**src/rtl/cipher_byte_feeder_if.sv**
```systemverilog
// Byte-stream source and cipher strobe bundle for cipher_byte_feeder.
// master = the feeder itself; slave = the source/cipher environment around it.
interface cipher_byte_feeder_if;
  logic [7:0] s_data;
  logic       s_sof;
  logic       s_mode;
  logic       s_valid;
  logic       s_ready;
  logic       c_new_msg;
  logic       c_enc_dec;
  logic       c_in_valid;
  logic [7:0] c_in_msg;
  logic       c_out_ready;

  modport master (
    input  s_data, s_sof, s_mode, s_valid, c_out_ready,
    output s_ready, c_new_msg, c_enc_dec, c_in_valid, c_in_msg
  );

  modport slave (
    output s_data, s_sof, s_mode, s_valid, c_out_ready,
    input  s_ready, c_new_msg, c_enc_dec, c_in_valid, c_in_msg
  );
endinterface

```
**src/rtl/cipher_byte_feeder.sv**
```systemverilog
// Buffers a {sof, mode, data} byte stream and issues it one byte at a time to
// aes_feedback_cipher, waiting for a rising out_ready (or a timeout) per byte.
module cipher_byte_feeder #(
  parameter int DEPTH   = 16,
  parameter int TIMEOUT = 255
) (
  input  logic                    clk,
  input  logic                    rst,
  cipher_byte_feeder_if.master    bus,
  input  logic                    err_clr,
  output logic                    timeout_err,
  output logic                    busy,
  output logic [$clog2(DEPTH):0]  fifo_count
);
  localparam int AW = $clog2(DEPTH);
  localparam int CW = AW + 1;
  localparam int WW = $clog2(TIMEOUT + 1);

  localparam logic [AW-1:0] PONE  = 1;
  localparam logic [CW-1:0] CONE  = 1;
  localparam logic [CW-1:0] FULL  = CW'(DEPTH);
  localparam logic [WW-1:0] WONE  = 1;
  localparam logic [WW-1:0] WLAST = WW'(TIMEOUT - 1);

  typedef struct packed {
    logic       sof;
    logic       mode;
    logic [7:0] data;
  } entry_t;

  typedef enum logic [1:0] {IDLE, NEWMSG, SEND, WAIT} state_t;

  entry_t        mem [DEPTH];
  entry_t        head;
  logic [AW-1:0] wr_ptr, rd_ptr;
  state_t        state;
  logic [WW-1:0] wcnt;
  logic          or_q;
  logic          rise;
  logic          push;
  logic          pop;

  assign bus.s_ready = (fifo_count != FULL);
  assign push        = bus.s_valid && bus.s_ready;
  assign pop         = (state == SEND);
  assign head        = mem[rd_ptr];
  assign rise        = bus.c_out_ready & ~or_q;
  assign busy        = (state != IDLE) || (fifo_count != '0);

  // Storage carries no reset; only the pointers and count define occupancy.
  always_ff @(posedge clk) begin
    if (push) mem[wr_ptr] <= {bus.s_sof, bus.s_mode, bus.s_data};
  end

  always_ff @(posedge clk or negedge rst) begin
    if (!rst) begin
      wr_ptr     <= '0;
      rd_ptr     <= '0;
      fifo_count <= '0;
    end else begin
      if (push) wr_ptr <= wr_ptr + PONE;
      if (pop)  rd_ptr <= rd_ptr + PONE;
      case ({push, pop})
        2'b10:   fifo_count <= fifo_count + CONE;
        2'b01:   fifo_count <= fifo_count - CONE;
        default: ;
      endcase
    end
  end

  always_ff @(posedge clk or negedge rst) begin
    if (!rst) begin
      state          <= IDLE;
      bus.c_new_msg  <= 1'b0;
      bus.c_in_valid <= 1'b0;
      bus.c_in_msg   <= '0;
      bus.c_enc_dec  <= 1'b1;
      timeout_err    <= 1'b0;
      or_q           <= 1'b0;
      wcnt           <= '0;
    end else begin
      or_q <= bus.c_out_ready;
      // A timeout set later in this block overrides a same-cycle clear.
      if (err_clr) timeout_err <= 1'b0;
      case (state)
        IDLE: begin
          if (fifo_count != '0) begin
            if (head.sof) begin
              state         <= NEWMSG;
              bus.c_new_msg <= 1'b1;
              bus.c_enc_dec <= head.mode;
            end else begin
              state          <= SEND;
              bus.c_in_valid <= 1'b1;
              bus.c_in_msg   <= head.data;
            end
          end
        end
        NEWMSG: begin
          state          <= SEND;
          bus.c_new_msg  <= 1'b0;
          bus.c_in_valid <= 1'b1;
          bus.c_in_msg   <= head.data;
        end
        SEND: begin
          bus.c_in_valid <= 1'b0;
          wcnt           <= '0;
          state          <= rise ? IDLE : WAIT;
        end
        WAIT: begin
          if (rise) begin
            state <= IDLE;
          end else if (wcnt == WLAST) begin
            timeout_err <= 1'b1;
            state       <= IDLE;
          end else begin
            wcnt <= wcnt + WONE;
          end
        end
        default: state <= IDLE;
      endcase
    end
  end
endmodule
```
**src/flat_wrapper.sv**
```systemverilog
// flat-port wrapper written by rule: the top's interface ports become plain ports
module cipher_byte_feeder_flat 
#(
  parameter int DEPTH   = 16,
  parameter int TIMEOUT = 255
)
  (clk, rst, err_clr, timeout_err, busy, fifo_count, bus_s_data, bus_s_sof, bus_s_mode, bus_s_valid, bus_c_out_ready, bus_s_ready, bus_c_new_msg, bus_c_enc_dec, bus_c_in_valid, bus_c_in_msg);
  cipher_byte_feeder_if bus_i ();
  input  logic clk;
  input  logic rst;
  input  logic err_clr;
  output logic timeout_err;
  output logic busy;
  output logic [$clog2(DEPTH):0] fifo_count;
  input wire logic [$bits(bus_i.s_data)-1:0] bus_s_data;
  input wire logic [$bits(bus_i.s_sof)-1:0] bus_s_sof;
  input wire logic [$bits(bus_i.s_mode)-1:0] bus_s_mode;
  input wire logic [$bits(bus_i.s_valid)-1:0] bus_s_valid;
  input wire logic [$bits(bus_i.c_out_ready)-1:0] bus_c_out_ready;
  output wire logic [$bits(bus_i.s_ready)-1:0] bus_s_ready;
  output wire logic [$bits(bus_i.c_new_msg)-1:0] bus_c_new_msg;
  output wire logic [$bits(bus_i.c_enc_dec)-1:0] bus_c_enc_dec;
  output wire logic [$bits(bus_i.c_in_valid)-1:0] bus_c_in_valid;
  output wire logic [$bits(bus_i.c_in_msg)-1:0] bus_c_in_msg;
  assign bus_i.s_data = bus_s_data;
  assign bus_i.s_sof = bus_s_sof;
  assign bus_i.s_mode = bus_s_mode;
  assign bus_i.s_valid = bus_s_valid;
  assign bus_i.c_out_ready = bus_c_out_ready;
  assign bus_s_ready = bus_i.s_ready;
  assign bus_c_new_msg = bus_i.c_new_msg;
  assign bus_c_enc_dec = bus_i.c_enc_dec;
  assign bus_c_in_valid = bus_i.c_in_valid;
  assign bus_c_in_msg = bus_i.c_in_msg;
  cipher_byte_feeder #(.DEPTH(DEPTH), .TIMEOUT(TIMEOUT)) u_core (.clk(clk), .rst(rst), .bus(bus_i), .err_clr(err_clr), .timeout_err(timeout_err), .busy(busy), .fifo_count(fifo_count));
endmodule
```
**config.mk**
```make
export PLATFORM = sky130hd
export DESIGN_NAME = cipher_byte_feeder_flat
export DESIGN_NICKNAME = d
export VERILOG_FILES = /design/src/rtl/cipher_byte_feeder_if.sv /design/src/rtl/cipher_byte_feeder.sv /design/src/flat_wrapper.sv
export SDC_FILE = /design/constraint.sdc
export NUM_CORES = 1
export LEC_CHECK = 0
export ABC_AREA = 1
export BUFFER_PORTS_ARGS = -buffer_cell sky130_fd_sc_hd__buf_2
export CAP_MARGIN = 20
export CORE_MARGIN = 2
export CORE_UTILIZATION = 55
export CTS_CLUSTER_SIZE = 30
export DETAILED_ROUTE_END_ITERATION = 10
export PLACE_DENSITY_LB_ADDON = 0.1
export SETUP_SLACK_MARGIN = 0.2
export SYNTH_ARGS = -nofsm -noshare
export SYNTH_HDL_FRONTEND = slang
export SYNTH_SLANG_ARGS = --single-unit
```
**constraint.sdc**
```tcl
create_clock -name clk -period 1.8 [get_ports clk]
set_input_delay 0.27 -clock clk [delete_from_list [all_inputs] [get_ports clk]]
set_output_delay 0.27 -clock clk [all_outputs]
set_load 0.005 [all_outputs]
```
==> impl_metrics.tcl, run 1 <==
set metrics [dict create \
    crit_arrival_ns 2.15 \
    syn_area_per_cell_um2 11.6 \
    violations "negative setup slack" \
    p_per_area_nw_per_um2 1730 \
    ctsLongestPathBuffers 2 \
    insertion_delay_ns 0.45 \
    finalSetupViolations 167 \
    crit_type "flop to flop" \
    outcome "complete, but fails checks" \
    drv_cap 0 \
    cts_tree "done" \
    routed_wirelength_um 24700 \
    drt_pre_antenna_iters 6 \
    cp-start-kind "flop" \
    fin_crit_ns 1.99 \
    initial_core_util_pct 56.4 \
    grt_max_degree 27 \
    vias 6278 \
    path_max_fanout 5 \
    timing.hold.ws_ns 0.206 \
    cts_buffers 17 \
    period_share_pct 110 \
    dpl-instance-area_um2 9190 \
    first_global_vias 5819 \
    first_iter_violations 965 \
    highest_layer "met4" \
    whs_path_depth 1 \
    ys_ff_latch 196 \
    rsz0062_at_grt "true" \
    ir_drop_v 0.00122 \
    synth_edf_count 160 \
    grt_overflow_total 0 \
    synth_area_um2 8200 \
    fmax_ghz 0.503 \
    setup_ws_ns -0.187 \
    drt-met1-wl_um 9510 \
    max_slew_margin_pct 62.0 \
    fin_util_pct 77.8 \
    leakage_nw 4.30 \
    yosysWarningCount 0 \
    std_cell_rows 44 \
    r2r_setup_slack_ns -0.19 \
    fin_nets 870 \
    dp_hpwl_um 12000 \
    cts_root_buf "clkbuf_16" \
    core_um2 14500 \
    hold_violations 0 \
    dieArea_um2 15900 \
    portBuffers 33 \
    ant_nets 0 \
    grt_usage_pct 28.1 \
    hold_path_end "u_core.mem[5][6]" \
    drive_above_1_share_pct 34.4 \
    r2r-start "u_core.fifo_count[3]" \
    vias_per_cell 6.03 \
    die_h_um 126 \
    synth_flop_cell "edfxtp_1" \
    met2_length_um 12100 \
    cts_sinks 196 \
    path_clk_slew_ns 0.08 \
    syn-num-nets 732 \
    grt_first_pass_wirelength_um 33200 \
    routed-wl-met3_um 2230 \
    h-tree-depth 4 \
    drc 0 \
    fin_worst_skew_ns 0.00779 \
    p_total_w 0.0196 \
    r2r-end "u_core.mem[7][4]" \
    diodes 0 \
    reg2reg_depth 11 \
    antenna_found_initial 0 \
    syn_inst 706 \
    wire_per_inst_um 23.7 \
    worstMarginPinSlew_ns 0.570 \
    startpoint "u_core.fifo_count[3]" \
    die-width_um 126 \
    ys_types 28 \
    yosysSeqAreaShare_pct 69.6 \
    syn2layout_area_growth_pct 37.8 \
    async_flop_share_pct 18.4 \
    gp_congestion 0.835 \
    drv_slew 0 \
    ios 34 \
    hold_class "input pin to flop" \
    stdcell_area_um2 11300 \
    cp.required_ns 1.96 \
    fillers 832 \
    min-delay-start "bus_s_data[6]" \
    crit_path_end_kind "flop" \
]
-- through the flow --
step	instances	TNS [ns]	setup slack [ns]
final	1041	-15.94	-0.187
after global routing	1041	-26.38	-0.329
after CTS	1009	-2.18	-0.0636
after detailed placement	943	-0.450	-0.114
after global placement	943	-0.0586	-0.0586
after floorplan	706	-0.319	-0.130
-- worst max-delay path: stages, from the launching register on --
cell and delay, ns:
dfrtp_1 0.40, nor2_2 0.06, nand3_2 0.08, nand2_2 0.08, buf_4 0.14, buf_6 0.12
clkinvlp_4 0.13, nand2_4 0.09, buf_6 0.13, buf_12 0.12, nor2_4 0.16, clkbuf_16 0.19
-- power breakdown --
part           switching, W  total (W)  internal [W]
clock network       0.00181    0.00379       0.00198
logic               0.00551    0.00981       0.00430
registers          0.000377    0.00600       0.00562
-- placed cells by master, fill, tap and decap left out, types with 10 or more instances in the layout --
| cell type | count |
|---|---|
| nand3_1 | 27 |
| o21ai_1 | 35 |
| buf_12 | 22 |
| buf_4 | 43 |
| inv_6 | 10 |
| o21ai_0 | 41 |
| nand2_2 | 19 |
| buf_2 | 33 |
| clkbuf_16 | 29 |
| buf_16 | 10 |
| nand2_1 | 68 |
| edfxtp_1 | 160 |
| buf_6 | 28 |
| nor2_2 | 16 |
| dfrtp_1 | 34 |
| o211ai_1 | 32 |
| nand3_2 | 21 |
| nor2_4 | 23 |
| inv_1 | 32 |
| nor2_1 | 92 |
-- sequential cells by signal (all words and copies together), names as in the netlist --
register               cells
u_core.rd_ptr              4
u_core.wcnt                8
u_core.mem               160
u_core.state               2
u_core.wr_ptr              4
u_core.bus.c_enc_dec       1
u_core.timeout_err         1
u_core.or_q                1
u_core.bus.c_in_msg        8
u_core.bus.c_new_msg       1
u_core.bus.c_in_valid      1
u_core.fifo_count          5
-- area by class of cell --
cell class / count / area, µm² / area share, %
flip-flops and latches: 196 / 5710 / 50.5
multi-input cells: 439 / 2760 / 24.4
repair buffers: 152 / 1860 / 16.5
clock buffers: 18 / 429 / 3.80
well taps: 184 / 230 / 2.04
inverters: 38 / 159 / 1.41
clock inverters: 14 / 149 / 1.32
-- Yosys cell counts (all sizes together) (3+ instances only) --
| cell type | n | share of area [%] |
|---|---|---|
| o31ai | 3 | 0.27 |
| xor2 | 11 | 1.2 |
| o211ai | 32 | 2.9 |
| nand4 | 4 | 0.31 |
| dfrtp | 35 | 11 |
| clkbuf | 9 | 0.43 |
| buf | 24 | 1.7 |
| xnor2 | 4 | 0.43 |
| nor2 | 131 | 6.2 |
| nand3 | 48 | 2.9 |
| nand2 | 97 | 4.5 |
| o21ai | 84 | 5.1 |
| edfxtp | 160 | 59 |
| ha | 11 | 1.7 |
| a21oi | 11 | 0.72 |
| inv | 38 | 1.7 |
-- routing by layer --
metal / track usage, % / vias to the layer above
met5: 0 / -
met2: 45.3 / 337
met3: 5.99 / 55
li1: - / 2762
met1: 38.8 / 3124
met4: 9.05 / 0
-- worst max path at each step --
stage                                 to  slack, ns  cells past startpoint
detailed placement  u_core.fifo_count[4]      -0.11                     13
floorplan           u_core.fifo_count[4]      -0.13                     13
CTS                 u_core.fifo_count[4]      -0.06                     13
global placement    u_core.fifo_count[4]      -0.06                     13
finish                  u_core.mem[7][4]      -0.19                     11
global route        u_core.fifo_count[4]      -0.33                     13
-- logic make-up after synthesis --
family	count (synthesis)	share of synthesized area (%)
simple gates	280	13.9
flops	196	69.6
compound gates	133	9.34
buf+inv	71	3.90
xor+xnor	15	1.60
fa+ha+maj	11	1.68
-- what timing repair did --
action | CTS | global route
buffers inserted | 21 | 21
pin swaps | 19 | 61
hold endpoints to repair | 25 | 0
hold buffers | 3 | 0
endpoints found under the setup margin | 177 | 189
cloned | 10 | 11
resized for setup | 73 | 126
No activity file was read; power rests on OpenSTA's default activity.
==> run 2, diff against run 1 <==
SKIP_LAST_GASP = 1   (was default)
==> run 2 against run 1 <==
Compared with the run above: the flow still finishes with violations (negative setup slack); critical path depth unchanged; sequential cell count unchanged; utilization fell by 0.28 points; total power fell by 1.3%; worst hold slack worse by 0.0019 ns; clock-buffer cell count did not move; global-route usage about the same.
==> impl_metrics.tcl, run 2 (same netlist as run 1, synthesis figures left out) <==
set metrics [dict create \
    path_max_fanout 5 \
    portBuffers 33 \
    max_slew_margin_pct 61.7 \
    antenna_found_initial 0 \
    period_share_pct 113 \
    std_cell_rows 44 \
    internal-power_w 0.0117 \
    crit_path_cell_trace "nor2_2, nand3_2, nand2_2, buf_4, buf_6, clkinvlp_4, nand2_4, buf_6, buf_12, nor2_4, clkbuf_16" \
    violations "negative setup slack" \
    crit_top_cell "buf_6" \
    wire_per_inst_um 23.7 \
    grt_max_degree 27 \
    worstMarginPinSlew_ns 0.575 \
    largest_reg_flops 160 \
    outcome "complete, but fails checks" \
    drc 0 \
    drt_pre_antenna_iters 5 \
    fillers 834 \
    dp_hpwl_um 12000 \
    ir_drop_v 0.00127 \
    final_common_cell "edfxtp_1" \
    first_global_vias 5832 \
    hold_violations 0 \
    finalSetupViolations 169 \
    slowest_delay_ns 0.41 \
    cts_tree "done" \
    fin_worst_skew_ns 0.00990 \
    grt_usage_pct 28.1 \
    cts_buffers 17 \
    mostFrequentLayoutCells "edfxtp_1 (160), nor2_1 (90), nand2_1 (71)" \
    syn2layout_area_growth_pct 37.3 \
    ant_nets 0 \
    rsz0062_at_grt "true" \
    p_seq_share_pct 31.0 \
    crit_path_end_kind "flop" \
    cp-start-kind "flop" \
    ctsLongestPathBuffers 2 \
    fin_setup_tns_ns -24.04 \
    ios 34 \
    timing.hold.ws_ns 0.205 \
    path_clk_slew_ns 0.07 \
    p_sw_share_pct 39.7 \
    combPwrFrac_pct 49.4 \
    vias 6326 \
    gp_congestion 0.835 \
    die-width_um 126 \
    p_per_area_nw_per_um2 1720 \
    insertion_delay_ns 0.45 \
    core_um2 14500 \
    drive_above_1_share_pct 34.4 \
    h-tree-depth 4 \
    dieArea_um2 15900 \
    fmax_ghz 0.492 \
    cts_root_buf "clkbuf_16" \
    cp.required_ns 1.96 \
    routed_wirelength_um 24600 \
    fin_crit_ns 2.03 \
    fin_nets 865 \
    hold_class "input pin to flop" \
    initial_core_util_pct 56.4 \
    crit_type "flop to flop" \
    diodes 0 \
    top_register "u_core.mem" \
    drv_cap 0 \
    die_h_um 126 \
    crit_arrival_ns 2.19 \
    leakage_nw 4.27 \
    grt_first_pass_wirelength_um 33200 \
    cts_sinks 196 \
    vias_per_cell 6.11 \
    p_sw_w 0.00768 \
    grt_overflow_total 0 \
    clkPwrFrac_pct 19.6 \
    crit_path_top_delay_cell "dfrtp_1" \
    first_iter_violations 736 \
    drv_slew 0 \
    largestRegisters "u_core.mem (160), u_core.bus.c_in_msg (8), u_core.wcnt (8)" \
    setup_ws_ns -0.231 \
]
[run 2: critical path, delay by kind of cell (launching register included)]
family                 cells  cell delay, ns
buffers and inverters      6            0.85
flip-flops                 1            0.41
AND/OR/NAND/NOR            5            0.50
[run 2: stage by stage]
stage	setup WS, ns	cells	instance area (µm²)	total power, W	utilization (%)
final	-0.231	1036	11300	0.0193	77.5
after global routing	-0.331	1036	11300	0.0201	77.5
after CTS	-0.0636	1009	10400	0.0171	71.7
after detailed placement	-0.114	943	9190	0.0122	63.2
after global placement	-0.0586	943	9190	0.0120	63.2
after floorplan	-0.130	706	8330	0.00984	-
[run 2: final timing paths]
check	from	endpoint	slack, ns	cells past startpoint
setup / recovery	u_core.fifo_count[0]	u_core.mem[7][4]	-0.23	11
max in group asynchronous	rst	u_core.bus.c_in_msg[3]	0.82	3
hold / removal	bus_s_data[4]	u_core.mem[10][4]	0.20	1
setup reg to reg	u_core.fifo_count[0]	u_core.mem[7][4]	-0.23	11
min in group asynchronous	rst	u_core.wcnt[3]	0.37	2
hold reg to reg	u_core.bus.c_in_msg[2]	u_core.bus.c_in_msg[2]	0.48	2
[run 2: per-layer routing]
| layer | part of all wire, % | global-route usage [%] | up-vias |
|---|---|---|---|
| met5 | 0 | 0 | - |
| met4 | 2.9 | 9.05 | 0 |
| met3 | 8.5 | 5.31 | 62 |
| met2 | 50 | 45.8 | 358 |
| met1 | 39 | 38.8 | 3155 |
| li1 | - | - | 2751 |
[run 2: layout make-up]
cell class                 instances  area, µm²  area share [%]
sequential                       196       5710            50.7
timing repair buffer             146       1750            15.6
inverter                          38        173            1.53
timing repair inverter             1       16.3           0.144
clock inverter                    14        149            1.32
multi-input combinational        439       2800            24.9
tap                              184        230            2.04
clock buffer                      18        429            3.81
[run 2: power groups by stage]
stage	Sequential (W)	Clock (W)	Combinational [W]
5_1_grt	0.00604	0.00396	0.0101
6_report	0.00599	0.00379	0.00957
2_1_floorplan	0.00603	0	0.00381
3_5_place_dp	0.00601	0	0.00621
4_1_cts	0.00595	0.00377	0.00743
3_3_place_gp	0.00598	0	0.00603
[run 2: repair_timing]
item                                    in CTS  in global routing
endpoints found under the hold margin       25                  0
hold buffers                                 3                  0
setup buffers                               21                 17
endpoints found under the setup margin     177                188
pin swaps                                   17                 77
resized for setup                           61                146
gates cloned                                10                 11
